==> config.mk <==
export PLATFORM = sky130hd
export DESIGN_NAME = instr_fetch_sched_flat
export DESIGN_NICKNAME = d
export VERILOG_FILES = /design/src/rtl/instr_fetch_sched_if.sv /design/src/rtl/instr_fetch_sched.sv /design/src/flat_wrapper.sv
export SDC_FILE = /design/constraint.sdc
export NUM_CORES = 1
export LEC_CHECK = 0
export BUFFER_PORTS_ARGS = -buffer_cell sky130_fd_sc_hd__buf_2
export CAP_MARGIN = 30
export CORE_ASPECT_RATIO = 1.4
export CORE_MARGIN = 3
export CORE_UTILIZATION = 49
export DETAILED_ROUTE_END_ITERATION = 16
export PLACE_DENSITY = 0.77
export SETUP_SLACK_MARGIN = 0.5
export SYNTH_ARGS = -nofsm -noshare
export SYNTH_HDL_FRONTEND = slang
export SYNTH_SLANG_ARGS = --single-unit
==> constraint.sdc <==
create_clock -name clk -period 3.62 [get_ports clk]
set_input_delay 0.543 -clock clk [delete_from_list [all_inputs] [get_ports clk]]
set_output_delay 0.543 -clock clk [all_outputs]
set_load 0.02 [all_outputs]
==> src/rtl/instr_fetch_sched_if.sv <==
// Bundle of the fetch scheduler's loader, memory and decode-side signals.
// The scheduler connects through the master modport; the environment uses slave.
interface instr_fetch_sched_if #(
    parameter int AW = 4,
    parameter int DW = 16
);
    logic          start;
    logic          redirect;
    logic [AW-1:0] redirect_pc;
    logic          ld_valid;
    logic [AW-1:0] ld_addr;
    logic [DW-1:0] ld_data;
    logic          ld_ready;
    logic          mem_wren;
    logic [AW-1:0] mem_addr;
    logic [DW-1:0] mem_din;
    logic [DW-1:0] mem_q;
    logic [DW-1:0] instr;
    logic [AW-1:0] instr_pc;
    logic          instr_valid;
    logic          instr_ready;
    logic          halted;

    modport master (
        input  start, redirect, redirect_pc, ld_valid, ld_addr, ld_data, mem_q, instr_ready,
        output ld_ready, mem_wren, mem_addr, mem_din, instr, instr_pc, instr_valid, halted
    );

    modport slave (
        output start, redirect, redirect_pc, ld_valid, ld_addr, ld_data, mem_q, instr_ready,
        input  ld_ready, mem_wren, mem_addr, mem_din, instr, instr_pc, instr_valid, halted
    );
endinterface

==> src/rtl/instr_fetch_sched.sv <==
// Instruction fetch scheduler: generates PCs for a single-port synchronous
// instruction memory, absorbs its 1-cycle read latency through a 2-entry buffer,
// and shares the port with a loader under bounded starvation.
module instr_fetch_sched #(
    parameter int AW           = 4,
    parameter int DW           = 16,
    parameter int RESET_PC     = 0,
    parameter int STARVE_MAX   = 3,
    parameter int HALT_ON_ZERO = 1
) (
    input  logic                 clk,
    input  logic                 rst,
    instr_fetch_sched_if.master  bus
);
    localparam int SW = (STARVE_MAX < 1) ? 1 : $clog2(STARVE_MAX + 1);

    typedef enum logic [1:0] {
        IDLE = 2'd0,
        RUN  = 2'd1,
        HALT = 2'd2
    } state_t;

    state_t        state_q, state_d;
    logic [AW-1:0] pc;
    logic          inflight;
    logic [AW-1:0] inflight_tag;
    logic [SW-1:0] starve_cnt;
    logic [DW-1:0] fifo_data [2];
    logic [AW-1:0] fifo_pc   [2];
    logic          rd_ptr, wr_ptr;
    logic [1:0]    count;

    logic          fetch_elig, fetch_issue, ld_grant, zero_ret, push, pop;
    logic [1:0]    occ;

    assign bus.instr       = fifo_data[rd_ptr];
    assign bus.instr_pc    = fifo_pc[rd_ptr];
    assign bus.instr_valid = (count != 2'd0);
    assign bus.halted      = (state_q == HALT);
    assign bus.mem_wren    = ld_grant;
    assign bus.mem_addr    = ld_grant ? bus.ld_addr : pc;
    assign bus.mem_din     = bus.ld_data;

    // Arbitration, fetch eligibility, buffer push/pop and next state.
    always_comb begin
        state_d      = state_q;
        bus.ld_ready = 1'b1;
        pop          = (count != 2'd0) && bus.instr_ready;
        // Occupancy counts this cycle's pop so a steady stream issues every cycle.
        occ          = count - {1'b0, pop} + {1'b0, inflight};
        fetch_elig   = (state_q == RUN) && !bus.redirect && (occ < 2'd2);
        if (state_q == RUN) begin
            bus.ld_ready = !(fetch_elig && (starve_cnt == SW'(STARVE_MAX)));
        end
        ld_grant    = bus.ld_valid && bus.ld_ready;
        fetch_issue = fetch_elig && !ld_grant;
        zero_ret    = inflight && !bus.redirect && (HALT_ON_ZERO != 0) && (bus.mem_q == '0);
        push        = inflight && !bus.redirect && !zero_ret;

        case (state_q)
            IDLE: if (bus.start) state_d = RUN;
            RUN:  if (!bus.redirect && zero_ret) state_d = HALT;
            HALT: if (bus.redirect) state_d = RUN;
            default: state_d = IDLE;
        endcase
    end

    // State register.
    always_ff @(posedge clk) begin
        if (rst) state_q <= IDLE;
        else     state_q <= state_d;
    end

    // PC, in-flight read tracking, instruction buffer and starvation counter.
    always_ff @(posedge clk) begin
        if (rst) begin
            pc           <= AW'(RESET_PC);
            inflight     <= 1'b0;
            inflight_tag <= '0;
            starve_cnt   <= '0;
            rd_ptr       <= 1'b0;
            wr_ptr       <= 1'b0;
            count        <= '0;
            for (int unsigned i = 0; i < 2; i++) begin
                fifo_data[i] <= '0;
                fifo_pc[i]   <= '0;
            end
        end else begin
            if (bus.redirect) begin
                pc       <= bus.redirect_pc;
                inflight <= 1'b0;
                rd_ptr   <= 1'b0;
                wr_ptr   <= 1'b0;
                count    <= '0;
            end else begin
                if (zero_ret) begin
                    // Resume point is the zero word; a read issued alongside is dropped.
                    pc       <= inflight_tag;
                    inflight <= 1'b0;
                end else begin
                    inflight <= fetch_issue;
                    if (fetch_issue) begin
                        pc           <= pc + 1'b1;
                        inflight_tag <= pc;
                    end
                end
                if (push) begin
                    fifo_data[wr_ptr] <= bus.mem_q;
                    fifo_pc[wr_ptr]   <= inflight_tag;
                    wr_ptr            <= ~wr_ptr;
                end
                if (pop) rd_ptr <= ~rd_ptr;
                count <= count + {1'b0, push} - {1'b0, pop};
            end

            if (state_q != RUN || fetch_issue)
                starve_cnt <= '0;
            else if (ld_grant && fetch_elig)
                starve_cnt <= starve_cnt + 1'b1;
        end
    end
endmodule

==> src/flat_wrapper.sv <==
// flat-port wrapper written by rule: the top's interface ports become plain ports
module instr_fetch_sched_flat 
#(
    parameter int AW           = 4,
    parameter int DW           = 16,
    parameter int RESET_PC     = 0,
    parameter int STARVE_MAX   = 3,
    parameter int HALT_ON_ZERO = 1
)
  (clk, rst, bus_start, bus_redirect, bus_redirect_pc, bus_ld_valid, bus_ld_addr, bus_ld_data, bus_mem_q, bus_instr_ready, bus_ld_ready, bus_mem_wren, bus_mem_addr, bus_mem_din, bus_instr, bus_instr_pc, bus_instr_valid, bus_halted);
  instr_fetch_sched_if #(.AW(AW), .DW(DW)) bus_i ();
  input  logic clk;
  input  logic rst;
  input wire logic [$bits(bus_i.start)-1:0] bus_start;
  input wire logic [$bits(bus_i.redirect)-1:0] bus_redirect;
  input wire logic [$bits(bus_i.redirect_pc)-1:0] bus_redirect_pc;
  input wire logic [$bits(bus_i.ld_valid)-1:0] bus_ld_valid;
  input wire logic [$bits(bus_i.ld_addr)-1:0] bus_ld_addr;
  input wire logic [$bits(bus_i.ld_data)-1:0] bus_ld_data;
  input wire logic [$bits(bus_i.mem_q)-1:0] bus_mem_q;
  input wire logic [$bits(bus_i.instr_ready)-1:0] bus_instr_ready;
  output wire logic [$bits(bus_i.ld_ready)-1:0] bus_ld_ready;
  output wire logic [$bits(bus_i.mem_wren)-1:0] bus_mem_wren;
  output wire logic [$bits(bus_i.mem_addr)-1:0] bus_mem_addr;
  output wire logic [$bits(bus_i.mem_din)-1:0] bus_mem_din;
  output wire logic [$bits(bus_i.instr)-1:0] bus_instr;
  output wire logic [$bits(bus_i.instr_pc)-1:0] bus_instr_pc;
  output wire logic [$bits(bus_i.instr_valid)-1:0] bus_instr_valid;
  output wire logic [$bits(bus_i.halted)-1:0] bus_halted;
  assign bus_i.start = bus_start;
  assign bus_i.redirect = bus_redirect;
  assign bus_i.redirect_pc = bus_redirect_pc;
  assign bus_i.ld_valid = bus_ld_valid;
  assign bus_i.ld_addr = bus_ld_addr;
  assign bus_i.ld_data = bus_ld_data;
  assign bus_i.mem_q = bus_mem_q;
  assign bus_i.instr_ready = bus_instr_ready;
  assign bus_ld_ready = bus_i.ld_ready;
  assign bus_mem_wren = bus_i.mem_wren;
  assign bus_mem_addr = bus_i.mem_addr;
  assign bus_mem_din = bus_i.mem_din;
  assign bus_instr = bus_i.instr;
  assign bus_instr_pc = bus_i.instr_pc;
  assign bus_instr_valid = bus_i.instr_valid;
  assign bus_halted = bus_i.halted;
  instr_fetch_sched #(.AW(AW), .DW(DW), .RESET_PC(RESET_PC), .STARVE_MAX(STARVE_MAX), .HALT_ON_ZERO(HALT_ON_ZERO)) u_core (.clk(clk), .rst(rst), .bus(bus_i));
endmodule
Word-level counts from Yosys, hierarchy flattened:

Memory sizes are Yosys's and may differ from the RTL's. A register that Yosys moved wholly into a read port is not among the register bits.
Cells that the tools add are included.

* $add $sub $neg: 6
* multipliers: 0
* divide/modulo/power cells: 0
* magnitude comparators: 1
* eq/ne operators: 7
* shifts and indexed selects: 0
* mux-type cells: 25
* bitwise logic cells: 4
* reductions and logical operators: 27

Operator list (count)
* $mux W4: 5
* $logic_not A16 Y1: 1
* $mux W16: 1
* $reduce_or A16 Y1: 1
* $mux W1: 15
* $logic_and A1 B1 Y1: 11
* $mux W2: 3
* $ne A2 B2 Y1 const B: 3
* $pmux W2 S3: 1
* $reduce_and A3 Y1: 2
* $add A2 B1 Y2: 2
* $add A4 B1 Y4 const B: 1
* $eq A2 B2 Y1 const B: 2
* $logic_not A1 Y1: 4
* $not A1 Y1: 4
* $reduce_or A2 Y1: 2
* $reduce_or A4 Y1: 1
* $sub A2 B1 Y2: 2
* $reduce_bool A3 Y1: 1
* $reduce_or A3 Y1: 1
* $add A2 B1 Y2 const B: 1
* $eq A2 B1 Y1 const B: 1
* $logic_not A2 Y1: 1
* $lt A2 B2 Y1 const B: 1
* 3 further kinds: 3

* register bits after elaboration: 17
* bits in latches: 0
* bits in writable memories: 40
* ROM bits: 0
* input bits: 46
* output and inout bits: 44
* word-level logic and storage cells: 80
* memories: 2

Memories
* u_core.fifo_data: depth 2, width 16, read ports 1, clocked after memory_dff 1, write ports 2, RTL line instr_fetch_sched.sv:28 `logic [DW-1:0] fifo_data [2];`
* u_core.fifo_pc: depth 2, width 4, read ports 1, clocked after memory_dff 1, write ports 2, RTL line instr_fetch_sched.sv:29 `logic [AW-1:0] fifo_pc [2];`

Logic depth before layout (Yosys ltp):

* depth after elaboration: 15
* depth in mapped cells: 7
* gate-level depth less buffers: 6

Worst setup path after synthesis:

No wires, ideal clock.

* path type: input to output
* start point: input port bus_instr_ready
* end point: output port bus_mem_addr[0]
* arrival: 1.883 ns
* required time: 3.077 ns
* path slack: 1.194 ns
* stages: 5
* path buffers: 0
* path through: nand2b_1 o2bb2ai_2 nor3_1 a21bo_2 mux2_2

* cells in the longest elaborated chain, start to end: 10

RTL lines
* start: declaration: RTL line flat_wrapper.sv:21 `input wire logic [$bits(bus_i.instr_ready)-1:0] bus_instr_ready;`
* $logic_and A1 B1 Y1: RTL line instr_fetch_sched.sv:48 `pop = (count != 2'd0) && bus.instr_ready;`
* $sub A2 B1 Y2: RTL line instr_fetch_sched.sv:50 `occ = count - {1'b0, pop} + {1'b0, inflight};`
* $add A2 B1 Y2: RTL line instr_fetch_sched.sv:50
* $lt A2 B2 Y1: RTL line instr_fetch_sched.sv:51 `fetch_elig = (state_q == RUN) && !bus.redirect && (occ < 2'd2);`
* $logic_and A1 B1 Y1: RTL line instr_fetch_sched.sv:51
* $logic_and A1 B1 Y1: RTL line instr_fetch_sched.sv:53 `bus.ld_ready = !(fetch_elig && (starve_cnt == SW'(STARVE_MAX)));`
* $logic_not A1 Y1: RTL line instr_fetch_sched.sv:53
* $mux W1: RTL line instr_fetch_sched.sv:52 `if (state_q == RUN) begin`
* $logic_and A1 B1 Y1: RTL line instr_fetch_sched.sv:55 `ld_grant = bus.ld_valid && bus.ld_ready;`
* $mux W4: RTL line instr_fetch_sched.sv:41 `assign bus.mem_addr = ld_grant ? bus.ld_addr : pc;`
* end: declaration: RTL line flat_wrapper.sv:24 `output wire logic [$bits(bus_i.mem_addr)-1:0] bus_mem_addr;`

Every way passes these cells.

Final worst setup path:

* start point: register u_core.inflight
* end point: output port bus_mem_addr[1]

* cells in the longest elaborated chain, start to end: 8

RTL lines
* start: declaration: RTL line instr_fetch_sched.sv:25 `logic inflight;`
* start signal: assignment: RTL line instr_fetch_sched.sv:101 `inflight <= fetch_issue;`
* $add A2 B1 Y2: RTL line instr_fetch_sched.sv:50
* $lt A2 B2 Y1: RTL line instr_fetch_sched.sv:51
* $logic_and A1 B1 Y1: RTL line instr_fetch_sched.sv:51
* $logic_and A1 B1 Y1: RTL line instr_fetch_sched.sv:53
* $logic_not A1 Y1: RTL line instr_fetch_sched.sv:53
* $mux W1: RTL line instr_fetch_sched.sv:52
* $logic_and A1 B1 Y1: RTL line instr_fetch_sched.sv:55
* $mux W4: RTL line instr_fetch_sched.sv:41

Every way passes these cells.

==> results.cfg <==
[power]
power_per_cell_area_nw_per_um2 = 481
power.ir.vdd_worst_mv = 0.311
power_frac_comb = 0.068
p_int_mw = 1.30
portion_of_total_power_attributed_to_sequential_cells = 0.456
power.static_leakage_nw = 1.38
power.share.switching = 0.199
clock_power_share = 0.476
net-switching-power_mw = 0.324

[drt]
antenna_violating_nets_post_route = 0
drt-wirelength-per-cell_um = 15.2
met3RoutedLength_um = 348
drt_first_pass_iters = 4
detailroute.wirelength.met2_um = 2740
routed_wl_um = 5490
topRoutingLayerUsed = met4
drcViolationCount = 0
first_iter_violations = 156
route.layer.met1.wl_um = 2270
num_vias = 1954
drt-vias-per-instance = 5.40

[timing]
clock_skew_ns = 0.00676
worst_pin_slew_ns = 0.890
final-hold-violation-count = 0
achievable-frequency_ghz = 0.354
rel_slew_slack = 0.406
drv_slew = 0
final.setup.tns_ns = 0
timing.hold.ws_ns = 0.487
rsz0062_at_grt = false
final_min_period_over_clock_period = 0.780
final_critical_path_time_including_i_o_delays_and_setup_ns = 2.82
setup_violations = 0

[floorplanning]
design.die.area_um2 = 6930
start_util = 0.517
die_height_um = 97.3
io_pins = 90
core-area_um2 = 5650
number_of_core_rows = 32
die_width_um = 71.2

[finish]
final_cell_mix = 57 x sky130_fd_sc_hd__buf_2, 42 x sky130_fd_sc_hd__and2_1, 40 x sky130_fd_sc_hd__edfxtp_1
diodes = 0
mostFrequentLayoutCell = sky130_fd_sc_hd__buf_2
final_core_utilization = 0.598
area_delta_synth_final_pct = 15.6
num-nets-final = 338
layout-drive-gt1-share = 0.374

[synth]
mappedNetlistArea_um2 = 2920
ys.flop_type = sky130_fd_sc_hd__edfxtp_1
postSynth.asyncResetShare = 0
yosysWarnings = 0
synth_cell_types = 46
synth_nets = 297
syn-instance-count = 248
avgSynthCellArea_um2 = 11.8
synth_edf_count = 40
synth_seq_area_share = 0.535
synth.ff_latch_count = 58

[setup_path]
worstPathRequired_ns = 3.08
cp_num_buf_inv = 1
critPathLaunchType = flip-flop
arrival_ns = 2.28
cpMaxStageDelayCell = sky130_fd_sc_hd__nor3_1
endpoint_kind = output pin
worstSetupPathType = reg2out
rrSetupSlack_ns = 1.48
critical_path.reg2reg.endpoint = u_core.fifo_pc[1][1]
crit-reg2reg-launch = u_core.inflight
cp_cell_sequence = or2b_2 > o2bb2ai_2 > nor3_1 > a21bo_2 > mux2_2 > buf_2
worst_path_dominant_cell_family = simple AND/OR/NAND/NOR gates
cp_max_fo = 9
critical-path-max-stage-delay_ns = 0.47
worst-r2r-cell-count = 2

[grt]
initial_antenna_violation_count = 0
grt_max_degree = 23
grt_usage = 0.172
global_route_wire_length_before_repair_um = 9370
grt.overflow.total = 0
grt_pass1_vias = 2021

[clocking]
postCtsHoldBufs = 0
number_of_levels_in_the_clock_h_tree = 3
clkLatencyLatePin_ns = 0.33
clkSinkCount = 58
ctsLongestPathBuffers = 2
cts_resized = 0
tritoncts = yes
clock_transition_at_path_regs_ns = 0.06
clockRootBuffer = sky130_fd_sc_hd__clkbuf_8
cts_setup_buffers = 0
number_of_buffers_created_by_cts = 9

[worst_hold_path]
whs_path_depth = 3
min_to = u_core.pc[2]
hold_start = bus_redirect_pc[2]
type_of_the_worst_min_delay_path = in2reg

[job]
maxCapViolCount = 0

[outcome]
status = complete, no violations

[placement]
gpl.final_weighted_congestion = 0.765
dp_hpwl_um = 3760
portBuffers = 57
## metal layers
metal | track usage | vias to the layer above
met3 | 0.0580 | 12
met1 | 0.193 | 924
met2 | 0.292 | 64
met5 | 0 | -
li1 | - | 954
met4 | 0.0695 | 0
## through the flow
stage / total power, mW / instances / instance area, µm² / setup WS, ns
floorplan: 0.846 / 248 / 2920 / 1.19
global placement: 0.862 / 346 / 3120 / 0.897
detailed placement: 0.865 / 346 / 3120 / 0.828
CTS: 1.64 / 362 / 3370 / 0.767
global route: 1.68 / 362 / 3370 / 0.577
finish: 1.62 / 362 / 3370 / 0.796
## cells by family after synthesis
group                    after synthesis  share of synthesized area
flip-flops                            58                      0.535
adder cells (fa/ha/maj)                3                     0.0129
XOR/XNOR                               5                     0.0150
AND/OR/NAND/NOR                       97                      0.203
buffers and inverters                 33                     0.0690
multiplexers                          26                     0.0999
AO/OA/AOI/OAI                         26                     0.0648
## worst min-delay path: stages
cell	delay, ns
sky130_fd_sc_hd__buf_2	0.10
sky130_fd_sc_hd__nor2_1	0.07
sky130_fd_sc_hd__a2111oi_0	0.06
## sequential cells by signal, indices dropped and copies added, names as in the netlist, named ones only
register / flops
u_core.pc: 4
u_core.state_q: 2
u_core.inflight: 1
u_core.fifo_data: 32
u_core.inflight_tag: 4
u_core.rd_ptr: 1
u_core.starve_cnt: 2
u_core.fifo_pc: 8
u_core.wr_ptr: 1
u_core.count: 2
## worst max path at each step
stage / from / endpoint / slack (ns) / depth (start not counted)
after floorplan: bus_instr_ready / bus_mem_addr[0] / 1.19 / 5
after global placement: bus_instr_ready / bus_mem_addr[3] / 0.90 / 7
after CTS: u_core.inflight / bus_mem_addr[1] / 0.77 / 6
after detailed placement: bus_instr_ready / bus_mem_addr[1] / 0.83 / 7
final: u_core.inflight / bus_mem_addr[1] / 0.80 / 6
after global routing: u_core.inflight / bus_mem_addr[3] / 0.58 / 6
## Yosys cell counts, types with 2 or more instances
library cell / number / share of area
sky130_fd_sc_hd__buf_2: 2 / 0.0034
sky130_fd_sc_hd__nand3_1: 2 / 0.0034
sky130_fd_sc_hd__o21ai_0: 5 / 0.0086
sky130_fd_sc_hd__ha_1: 3 / 0.013
sky130_fd_sc_hd__or2b_2: 2 / 0.0060
sky130_fd_sc_hd__and2_1: 42 / 0.090
sky130_fd_sc_hd__a21o_1: 2 / 0.0051
sky130_fd_sc_hd__a311o_1: 2 / 0.0069
sky130_fd_sc_hd__or3b_1: 3 / 0.0090
sky130_fd_sc_hd__nand2b_1: 3 / 0.0064
sky130_fd_sc_hd__a21oi_1: 5 / 0.0086
sky130_fd_sc_hd__and2b_2: 3 / 0.0090
sky130_fd_sc_hd__nor2_1: 6 / 0.0077
sky130_fd_sc_hd__nor4_1: 4 / 0.0086
sky130_fd_sc_hd__nor3_1: 12 / 0.021
sky130_fd_sc_hd__buf_4: 18 / 0.046
sky130_fd_sc_hd__dfxtp_1: 18 / 0.12
sky130_fd_sc_hd__mux2_2: 25 / 0.096
sky130_fd_sc_hd__edfxtp_1: 40 / 0.41
sky130_fd_sc_hd__xnor2_1: 4 / 0.012
sky130_fd_sc_hd__nand2_1: 7 / 0.0090
sky130_fd_sc_hd__nor2b_1: 5 / 0.011
sky130_fd_sc_hd__nor4b_1: 2 / 0.0060
sky130_fd_sc_hd__inv_1: 4 / 0.0051
sky130_fd_sc_hd__clkbuf_1: 8 / 0.010
## layout make-up
class	instances	area, µm²
Clock buffer	10	128
Sequential cell	58	1560
Clock inverter	6	129
Fill cell	474	2270
Tap cell	68	85.1
Inverter	4	15.0
Multi-Input combinational cell	157	1150
Timing Repair Buffer	59	300
## power by group through the flow
stage | Combinational [mW] | Clock [mW] | Sequential (mW)
after global routing | 0.122 | 0.817 | 0.741
after detailed placement | 0.111 | 0 | 0.754
final | 0.111 | 0.772 | 0.739
after floorplan | 0.0967 | 0 | 0.750
after global placement | 0.110 | 0 | 0.752
after CTS | 0.112 | 0.788 | 0.740
No activity file was read; power rests on OpenSTA's default activity.
